--- config.mk ---
export PLATFORM = sky130hd
export DESIGN_NAME = serial_sub_sequencer
export DESIGN_NICKNAME = d
export VERILOG_FILES = /design/src/rtl/serial_sub_sequencer.sv
export SDC_FILE = /design/constraint.sdc
export NUM_CORES = 1
export LEC_CHECK = 0
export BUFFER_PORTS_ARGS = -buffer_cell sky130_fd_sc_hd__buf_4
export CAP_MARGIN = 30
export CORE_MARGIN = 3
export CORE_UTILIZATION = 55
export CTS_CLUSTER_SIZE = 25
export DETAILED_ROUTE_END_ITERATION = 12
export PLACE_DENSITY = 0.75
export SYNTH_ARGS = -nofsm -noshare
export SYNTH_HDL_FRONTEND = slang
export SYNTH_SLANG_ARGS = --single-unit
--- constraint.sdc ---
create_clock -name clk -period 24.1 [get_ports clk]
set_input_delay 1.205 -clock clk [delete_from_list [all_inputs] [get_ports clk]]
set_output_delay 1.205 -clock clk [all_outputs]
set_load 0.005 [all_outputs]
--- src/rtl/serial_sub_sequencer.sv ---
// serial_sub_sequencer
// Front-end for a 32-bit serial subtractor. Operand requests are queued in a
// DEPTH-entry FIFO and issued one at a time with a single-cycle start pulse.
// The subtractor result, borrow and derived zero/negative flags are returned
// on a valid/ready response port.
// Optional macro SEQ_TIMEOUT_EN: adds a watchdog that aborts an operation when
// the subtractor has not raised done within TIMEOUT busy cycles, returning an
// all-zero response with rsp_err set.
module serial_sub_sequencer #(
    parameter int DEPTH   = 4,
    parameter int TIMEOUT = 64
) (
    input  logic                     clk,
    input  logic                     reset,
    input  logic                     req_valid,
    output logic                     req_ready,
    input  logic [31:0]              req_a,
    input  logic [31:0]              req_b,
    input  logic                     req_bin,
    output logic                     rsp_valid,
    input  logic                     rsp_ready,
    output logic [31:0]              rsp_diff,
    output logic                     rsp_bout,
    output logic                     rsp_zero,
    output logic                     rsp_neg,
    output logic                     rsp_err,
    output logic                     sub_start,
    output logic [31:0]              sub_a,
    output logic [31:0]              sub_b,
    output logic                     sub_bin,
    input  logic [31:0]              sub_diff,
    input  logic                     sub_bout,
    input  logic                     sub_done,
    output logic                     busy,
    output logic [$clog2(DEPTH):0]   fifo_level
);

    localparam int PW = $clog2(DEPTH);
    localparam int CW = PW + 1;
    localparam logic [CW-1:0] FULL_LEVEL = CW'(DEPTH);

    typedef enum logic [1:0] {
        IDLE  = 2'd0,
        ISSUE = 2'd1,
        BUSY  = 2'd2,
        RESP  = 2'd3
    } state_t;

    state_t         state_r;
    state_t         state_s;

    logic [31:0]    mem_a_r   [DEPTH];
    logic [31:0]    mem_b_r   [DEPTH];
    logic           mem_bin_r [DEPTH];
    logic [PW-1:0]  wr_ptr_r;
    logic [PW-1:0]  rd_ptr_r;
    logic [CW-1:0]  count_r;

    logic [31:0]    sub_a_r;
    logic [31:0]    sub_b_r;
    logic           sub_bin_r;

    logic [31:0]    rsp_diff_r;
    logic           rsp_bout_r;
    logic           rsp_zero_r;
    logic           rsp_neg_r;
    logic           rsp_valid_r;

    logic           full_s;
    logic           push_s;
    logic           pop_s;
    logic           load_s;
    logic           capture_s;
    logic           timeout_s;

    // A full FIFO refuses pushes even when the same cycle pops an entry.
    assign full_s    = (count_r == FULL_LEVEL);
    assign push_s    = req_valid && !full_s;
    assign pop_s     = (state_r == ISSUE);
    assign load_s    = (state_r == IDLE) && (count_r != {CW{1'b0}});
    assign capture_s = (state_r == BUSY) && sub_done;

    // Request FIFO storage, pointers and occupancy.
    always_ff @(posedge clk or posedge reset) begin
        if (reset) begin
            wr_ptr_r <= {PW{1'b0}};
            rd_ptr_r <= {PW{1'b0}};
            count_r  <= {CW{1'b0}};
            for (int i = 0; i < DEPTH; i++) begin
                mem_a_r[i]   <= 32'd0;
                mem_b_r[i]   <= 32'd0;
                mem_bin_r[i] <= 1'b0;
            end
        end else begin
            if (push_s) begin
                mem_a_r[wr_ptr_r]   <= req_a;
                mem_b_r[wr_ptr_r]   <= req_b;
                mem_bin_r[wr_ptr_r] <= req_bin;
                wr_ptr_r            <= wr_ptr_r + 1'b1;
            end
            if (pop_s) begin
                rd_ptr_r <= rd_ptr_r + 1'b1;
            end
            case ({push_s, pop_s})
                2'b10:   count_r <= count_r + 1'b1;
                2'b01:   count_r <= count_r - 1'b1;
                default: count_r <= count_r;
            endcase
        end
    end

    // State register.
    always_ff @(posedge clk or posedge reset) begin
        if (reset) begin
            state_r <= IDLE;
        end else begin
            state_r <= state_s;
        end
    end

    // Next-state decode: one operation in flight, response held until taken.
    always_comb begin
        state_s = state_r;
        case (state_r)
            IDLE: begin
                if (load_s) begin
                    state_s = ISSUE;
                end else begin
                    state_s = IDLE;
                end
            end
            ISSUE: begin
                state_s = BUSY;
            end
            BUSY: begin
                if (capture_s || timeout_s) begin
                    state_s = RESP;
                end else begin
                    state_s = BUSY;
                end
            end
            RESP: begin
                if (rsp_valid_r && rsp_ready) begin
                    state_s = IDLE;
                end else begin
                    state_s = RESP;
                end
            end
            default: begin
                state_s = IDLE;
            end
        endcase
    end

    // Subtractor operands: loaded from the FIFO head when leaving IDLE and
    // held stable through ISSUE and BUSY.
    always_ff @(posedge clk or posedge reset) begin
        if (reset) begin
            sub_a_r   <= 32'd0;
            sub_b_r   <= 32'd0;
            sub_bin_r <= 1'b0;
        end else if (load_s) begin
            sub_a_r   <= mem_a_r[rd_ptr_r];
            sub_b_r   <= mem_b_r[rd_ptr_r];
            sub_bin_r <= mem_bin_r[rd_ptr_r];
        end else begin
            sub_a_r   <= sub_a_r;
            sub_b_r   <= sub_b_r;
            sub_bin_r <= sub_bin_r;
        end
    end

    // Response registers: capture on done (or watchdog abort), release on handshake.
    always_ff @(posedge clk or posedge reset) begin
        if (reset) begin
            rsp_diff_r  <= 32'd0;
            rsp_bout_r  <= 1'b0;
            rsp_zero_r  <= 1'b0;
            rsp_neg_r   <= 1'b0;
            rsp_valid_r <= 1'b0;
        end else if (capture_s) begin
            rsp_diff_r  <= sub_diff;
            rsp_bout_r  <= sub_bout;
            rsp_zero_r  <= (sub_diff == 32'd0);
            rsp_neg_r   <= sub_diff[31];
            rsp_valid_r <= 1'b1;
        end else if (timeout_s) begin
            rsp_diff_r  <= 32'd0;
            rsp_bout_r  <= 1'b0;
            rsp_zero_r  <= 1'b0;
            rsp_neg_r   <= 1'b0;
            rsp_valid_r <= 1'b1;
        end else if (rsp_valid_r && rsp_ready) begin
            rsp_valid_r <= 1'b0;
        end else begin
            rsp_valid_r <= rsp_valid_r;
        end
    end

`ifdef SEQ_TIMEOUT_EN
    localparam int WW = $clog2(TIMEOUT + 1);
    localparam logic [WW-1:0] WD_LAST = WW'(TIMEOUT - 1);

    logic [WW-1:0] wd_cnt_r;
    logic          rsp_err_r;

    // Watchdog counter: zeroed in ISSUE, counts each BUSY cycle.
    always_ff @(posedge clk or posedge reset) begin
        if (reset) begin
            wd_cnt_r <= {WW{1'b0}};
        end else if (state_r == ISSUE) begin
            wd_cnt_r <= {WW{1'b0}};
        end else if (state_r == BUSY) begin
            wd_cnt_r <= wd_cnt_r + 1'b1;
        end else begin
            wd_cnt_r <= wd_cnt_r;
        end
    end

    // The abort fires on the TIMEOUT-th busy cycle without done.
    assign timeout_s = (state_r == BUSY) && !sub_done && (wd_cnt_r == WD_LAST);

    // Error flag: set by an abort, cleared by the next genuine capture.
    always_ff @(posedge clk or posedge reset) begin
        if (reset) begin
            rsp_err_r <= 1'b0;
        end else if (capture_s) begin
            rsp_err_r <= 1'b0;
        end else if (timeout_s) begin
            rsp_err_r <= 1'b1;
        end else begin
            rsp_err_r <= rsp_err_r;
        end
    end

    assign rsp_err = rsp_err_r;
`else
    assign timeout_s = 1'b0;
    assign rsp_err   = 1'b0;
`endif

    assign req_ready  = !full_s;
    assign fifo_level = count_r;
    assign sub_start  = (state_r == ISSUE);
    assign busy       = (state_r != IDLE);
    assign sub_a      = sub_a_r;
    assign sub_b      = sub_b_r;
    assign sub_bin    = sub_bin_r;
    assign rsp_valid  = rsp_valid_r;
    assign rsp_diff   = rsp_diff_r;
    assign rsp_bout   = rsp_bout_r;
    assign rsp_zero   = rsp_zero_r;
    assign rsp_neg    = rsp_neg_r;

endmodule

==> results of run 1 <==
worst reg2reg max path, delay by kind of cell, from the launching register on:
family | cells | cell delay [ns]
buffers and inverters | 1 | 0.80
multiplexers | 1 | 0.44
flip-flops | 1 | 0.44
AND/OR/NAND/NOR | 2 | 1.07
layout make-up:
type                       instances  share of cell area
sequential                       369               0.477
multi-input combinational        469               0.331
inverter                           7             0.00175
timing repair buffer             224              0.0906
clock inverter                    20              0.0151
clock buffer                      53              0.0590
tap                              384              0.0248
stage by stage:
stage | worst slack, ns | area, um2 | power [mW] | std cells | hold slack [ns]
final | 20.85 | 19400 | 2.84 | 1526 | 0.477
after global routing | 20.40 | 19400 | 3.00 | 1526 | 0.514
after CTS | 20.69 | 19400 | 2.87 | 1526 | 0.480
after detailed placement | 20.14 | 17900 | 2.20 | 1453 | 0.467
after global placement | 19.56 | 17800 | 2.16 | 1449 | 0.463
after floorplan | 12.65 | 16300 | 1.91 | 902 | 0.473
cell usage in the layout, fill, tap and decap left out, types with 2 or more instances in the layout:
master / synthesis / routed
mux2_2: 219 / 219
nand3_4: 0 / 4
xnor2_1: 3 / 3
clkbuf_16: 0 / 41
bufinv_16: 0 / 7
clkbuf_8: 0 / 7
clkinv_2: 0 / 8
nor4_1: 8 / 8
mux4_2: 65 / 65
mux2_4: 140 / 140
dfrtp_1: 369 / 367
nand4_1: 2 / 2
nand2_1: 5 / 5
inv_6: 0 / 2
xor2_1: 3 / 3
clkbuf_1: 4 / 5
nand3b_1: 2 / 2
buf_16: 0 / 3
clkinvlp_4: 0 / 2
buf_4: 11 / 220
inv_1: 7 / 6
ha_1: 5 / 5
dfrtp_4: 0 / 2
metal layers:
metal	GRT usage	routed length, um	vias to the layer above
li1	-	-	3745
met1	0.293	14100	4540
met2	0.334	15600	222
met3	0.0528	2030	46
met4	0.0435	560	0
met5	0	0	-
path summary, 6_finish.rpt:
kind                                     from     endpoint  slack (ns)  cells past startpoint
max in group clk                fifo_level[0]    req_ready       21.11                      2
min in group asynchronous               reset     sub_b[6]        0.77                      2
worst max-delay path                    reset  rd_ptr_r[1]       20.85                      5
worst min-delay path                 rsp_zero     rsp_zero        0.48                      2
worst min register to register       rsp_zero     rsp_zero        0.48                      2
worst max register to register  fifo_level[0]  mem_a_r[61]       21.22                      4
sequential cells by signal (all words and copies together) (netlist names):
signal,count
mem_a_r,128
mem_b_r,128
rsp_diff,32
sub_a,32
sub_b,32
mem_bin_r,4
fifo_level,3
rd_ptr_r,2
state_r,2
wr_ptr_r,2
rsp_bout,1
rsp_valid,1
rsp_zero,1
sub_bin,1
cell families after synthesis:
logic type / after synthesis / share of synthesized area
fa+ha+maj: 6 / 0.00506
compound gates: 3 / 0.00123
simple gates: 28 / 0.0107
mux: 425 / 0.370
flops: 369 / 0.565
xor+xnor: 6 / 0.00322
other cells: 1 / 0.000230
buf+inv: 64 / 0.0443
power breakdown:
part	leakage, nW	internal (mW)	switching (mW)
clock network	0.705	0.409	0.245
registers	4.39	0.940	0.194
logic	3.92	0.706	0.342
==> impl_results.md, run 1 <==
* DRT iter0 DRCs at a little under 400
* GRT Total Usage at 0.208
* Remaining DRCs at 0
* Multi-input combinational cell area at between 0.006 and 0.007 mm2
* CP max-delay cell: buf_4
* CP most frequent cell: buf_4
* Arr. time, crit path at ~3.8 ns
* Top cell type's share of synthesized area at 0.565
* Max FO, Critical Path at between 80 and 90
* Final period util at 0.135
* Detail Route Antenna Nets at 0
* Gp weighted congestion at about 0.76
* Post-synthesis sequential area ratio at 0.565
* CTS Buf Count at 40
* Synth Register Bits at around 370
* Async SR Flop Fraction at 1.00
* Nets at 1220
* Critical Setup Path Class: in2async
* Detailed-route wire length at between 30000 and 40000 um
* Core Rows at 62
* Syn Inst Count at 902
* Setup Viol. Count Final at 0
* Setup TNS at 0 ns
* Clock sinks at approximately 370
* Fmax at between 300 and 400 MHz
* Antenna cells at 0
* Drt pass-1 iters at 4
* Die ar. at between 0.03 and 0.04 mm2
* CP required at around 25 ns
* CTS tree: yes
* Maxcap violations at 0
* Layout area overhead at 18.5%
* Post-synth top cells: dfrtp_1 (369), mux2_2 (219), mux2_4 (140)
* Global route overflow at 0
* Synth Net Count at between 1000 and 1500
* Largest net degree at the start of global routing at 87
* Mapped cell area at 0.0163 mm2
* Worst-Margin Slew at slightly above 0.9 ns
* Clk slew on worst S/H paths at roughly 0.060 ns
* Count leader, synth: dfrtp_1
* WL per Instance at about 21 um
* DR vias/cell at between 5 and 6
* H-Tree Depth at 2
* Element type at the critical path end: asynchronous set/reset pin
* Min Tclk post-route at about 3.2 ns
* Global-route wire length before repair at ~53000 um
* RSZ-0062 raised after global routing: no
* Post-synth EDFFs at 0
* Peak VDD IR at approximately 0.083 mV
* Sequential cell area at 0.00924 mm2
* Leak at 9.02 nW
* Chip height at 178 um
* CP delay by family, top: buffers and inverters
* Final core utilization at 0.667
* Status: completed
* Post-CTS Setup Inserts at 0
* Core area at around 0.029 mm2
* Filler cells at ~2100
* Cell area power density at 147 mW/mm2
* Largest area contributor in the netlist: dfrtp_1
* Distinct cells, synth at 32
* Ys flop type: dfrtp_1
* Die Span X at about 180 um
* Post-CTS Hold Fix Bufs at 0
* Syn Area/Cell at roughly 18 um2
* Crit path cell chain: buf_4 > inv_8 > buf_4 > buf_4 > buf_4
* Crit path buf inv count at 5
* Clock buffer depth at 3
* CTS Root Buffer Type: clkbuf_16
* Rel. slew slack at 0.385
* Number of port buffers at between 200 and 250
* Final slew viol count at 0
* Hold Crit Class: reg2reg
* Vias at ~8600
* Vias in the first global route at around 9500
* Top post-synthesis cells by area: dfrtp_1 (57%), mux2_2 (15%), mux2_4 (13%)
* Cells resized by post-CTS repair at 0
* Yosys warnings at 0
* Antenna violations before repair at 0
* Final HPWL DP at between 15000 and 20000 um
* Setup crit start kind: primary input
* Max stage delay on crit path at approximately 0.73 ns
* I/O pins at 211
* Skew final at between 0.02 and 0.03 ns
* Skew-Pair Late Insertion Delay at about 0.52 ns
* Fraction of layout cells with a size suffix above 1 at 0.634
* Final Hold Viols at 0
* Initial Util at 0.563
No activity file was read; power rests on OpenSTA's default activity.
==> run 2: changes to the inputs <==
- clock period: 24.1 -> 3 ns (I/O delays scaled with it)
==> impl_results.md, run 2 (synthesis results as in run 1) <==
* Fmax at ~420 MHz
* Skew final at 0.0201 ns (was 0.0255 ns)
* Drt pass-1 iters at 4 (unchanged)
* Largest registers: mem_a_r: 128 flops, mem_b_r: 128 flops (unchanged)
* Pre-CTS setup slack at 0.671 ns (was 20.14 ns)
* H-Tree Depth at 2 (unchanged)
* Die Span X at 178 um (unchanged)
* Clock sinks at 369 (unchanged)
* Rel. slew slack at 0.637 (was 0.385)
* Final core utilization at 0.703 (was 0.667)
* Max stage delay on crit path at 0.57 ns (was 0.73 ns)
* Setup Viol. Count Final at 0 (unchanged)
* Core Rows at 62 (unchanged)
* Vias in the first global route at 10100 (was 9538)
* CP delay by family, top: simple AND/OR/NAND/NOR gates (was buffers and inverters)
* WL per Instance at 21.0 um (was 21.2 um)
* GRT Total Usage at 0.224 (was 0.208)
* CTS Buf Count at 40 (unchanged)
* Core area at 0.0290 mm2 (unchanged)
* Layout area overhead at 24.9% (was 18.5%)
* Detail Route Antenna Nets at 0 (unchanged)
* CTS Root Buffer Type: clkbuf_16 (unchanged)
* R2R cell count at 8 (was 4)
* Clock Power Share at 0.211 (was 0.231)
* Antenna cells at 0 (unchanged)
* R2R Setup Slk at 0.63 ns (was 21.22 ns)
* CTS tree: yes (unchanged)
* Final non-filler cell total at 1631 (was 1526)
* Antenna violations before repair at 1 (was 0)
* Cells resized by post-CTS repair at 0 (unchanged)
* Setup TNS at 0 ns (unchanged)
* Crit path cell chain: or3b_1 > nand2_1 > ha_1 > inv_1 > fa_1 > xor2_1 > nor2_1 > xor2_1 (was buf_4 > inv_8 > buf_4 > buf_4 > buf_4)
* Vias at 8969 (was 8553)
* Nets at 1329 (was 1220)
* Number of port buffers at 209 (unchanged)
* Commonest non-fill, non-tap cells in the layout: dfrtp_1 (367), mux2_2 (219), buf_4 (217) (was dfrtp_1 (367), buf_4 (220), mux2_2 (219))
* DRT iter0 DRCs at 346 (was 389)
* I/O pins at 211 (unchanged)
* Global-route wire length before repair at 56200 um (was 52600 um)
* Post-CTS Setup Inserts at 0 (unchanged)
* Post-CTS Hold Fix Bufs at 100 (was 0)
* Chip height at 178 um (unchanged)
* Commonest non-fill, non-tap cell in the layout: dfrtp_1 (unchanged)
* DR vias/cell at 5.50 (was 5.60)
* Initial Util at 0.563 (unchanged)
* Max FO, Critical Path at 6 (was 86)
* HP Start: req_valid (was rsp_zero)
* Remaining DRCs at 0 (unchanged)
* Element type at the critical path end: register (was asynchronous set/reset pin)
* Reg power frac at 0.401 (was 0.400)
* Maxcap violations at 0 (unchanged)
* Final slew viol count at 0 (unchanged)
* Hold EP: wr_ptr_r[0] (was rsp_zero)
* Sw Ratio at 0.280 (was 0.275)
* Fraction of layout cells with a size suffix above 1 at 0.581 (was 0.634)
* Status: completed (unchanged)
* Skew-Pair Late Insertion Delay at 0.52 ns (about the same)
* CP most frequent cell: xor2_1 (was buf_4)
* Peak VDD IR at 0.656 mV (was 0.0830 mV)
* Min Tclk post-route at 2.37 ns
* Crit Reg-Reg Endpoint: fifo_level[2] (was mem_a_r[61])
* Gp weighted congestion at 0.786 (was 0.756)
* Final Hold Viols at 0 (unchanged)
* Global route overflow at 0 (unchanged)
* Clk slew on worst S/H paths at 0.06 ns (about the same)
* Internal cell power at 16.3 mW (was 2.06 mW)
* Final WS setup at 0.628 ns (was 20.85 ns)
* Crit path buf inv count at 1 (was 5)
* Leak at 9.46 nW (was 9.02 nW)
* R2r startpoint: fifo_level[0] (unchanged)
* Combinational power share at 0.388 (was 0.370)
* Largest net degree at the start of global routing at 78 (was 87)
* CP max-delay cell: or3b_1 (was buf_4)
* Hold Crit Class: in2reg (was reg2reg)
* Arr. time, crit path at 2.81 ns (was 3.75 ns)
* CP required at 3.43 ns (was 24.60 ns)
* Critical Setup Path Class: reg2reg (was in2async)
* Cell area power density at 1110 mW/mm2 (was 147 mW/mm2)
* RSZ-0062 raised after global routing: no (unchanged)
* Setup crit start kind: register (was primary input)
* Final HPWL DP at 20500 um (was 19800 um)
* Die ar. at 0.0318 mm2 (unchanged)
* Hold Path Stages at 3 (was 2)
* Final period util at 0.791
* Post-placement cell count at 1462 (was 1453)
* Detailed-route wire length at 34300 um (was 32300 um)
* Worst-Margin Slew at 0.544 ns (was 0.922 ns)
* Clock buffer depth at 3 (unchanged)
* Switching power at 6.35 mW (was 0.782 mW)
-- run 2: power by group through the flow --
stage                     clock, mW  combinational [mW]  sequential [mW]
final                          4.78                8.78             9.08
after global routing           5.12                9.46             9.40
after CTS                      4.91                8.88             9.06
after detailed placement          0                8.73             9.08
after global placement            0                8.53             8.97
after floorplan                   0                6.74             8.62
-- run 2: how the worst max path moves through the flow --
stage	startpoint	to	slack [ns]	depth (start not counted)
floorplan	reset	fifo_level[0]	-2.10	1
global placement	fifo_level[0]	fifo_level[2]	0.72	8
detailed placement	fifo_level[0]	fifo_level[2]	0.67	8
CTS	fifo_level[0]	fifo_level[2]	0.61	8
global route	fifo_level[0]	fifo_level[2]	0.47	8
finish	fifo_level[0]	fifo_level[2]	0.63	8
-- run 2: final cells by class --
class / count / area, um2
Timing Repair Buffer: 333 / 2950
Clock buffer: 59 / 1180
Fill cell: 1868 / 8610
Sequential cell: 369 / 9240
Multi-Input combinational cell: 469 / 6410
Tap cell: 384 / 480
Inverter: 7 / 30.0
Clock inverter: 10 / 100
-- run 2: metrics by stage --
stage	cell area, um2	hold WS (ns)	total power, mW
after floorplan	16300	0.257	15.4
after global placement	18100	0.222	17.5
after detailed placement	18100	0.224	17.8
after CTS	20400	0.0478	22.9
after global routing	20400	0.0870	24.0
final	20400	0.0647	22.6
-- run 2: worst reg2reg max path: cells and delay by family, from the launching register on --
| family | cells | cell delay, ns |
|---|---|---|
| fa+ha+maj | 2 | 0.58 |
| xor+xnor | 2 | 0.31 |
| simple gates | 3 | 0.91 |
| flops | 1 | 0.43 |
| buf+inv | 1 | 0.06 |
-- run 2: per-layer routing --
metal / track usage / wire, um
met5: 0 / 13
met4: 0.0497 / 644
met3: 0.0477 / 1860
met2: 0.373 / 17000
met1: 0.306 / 14700
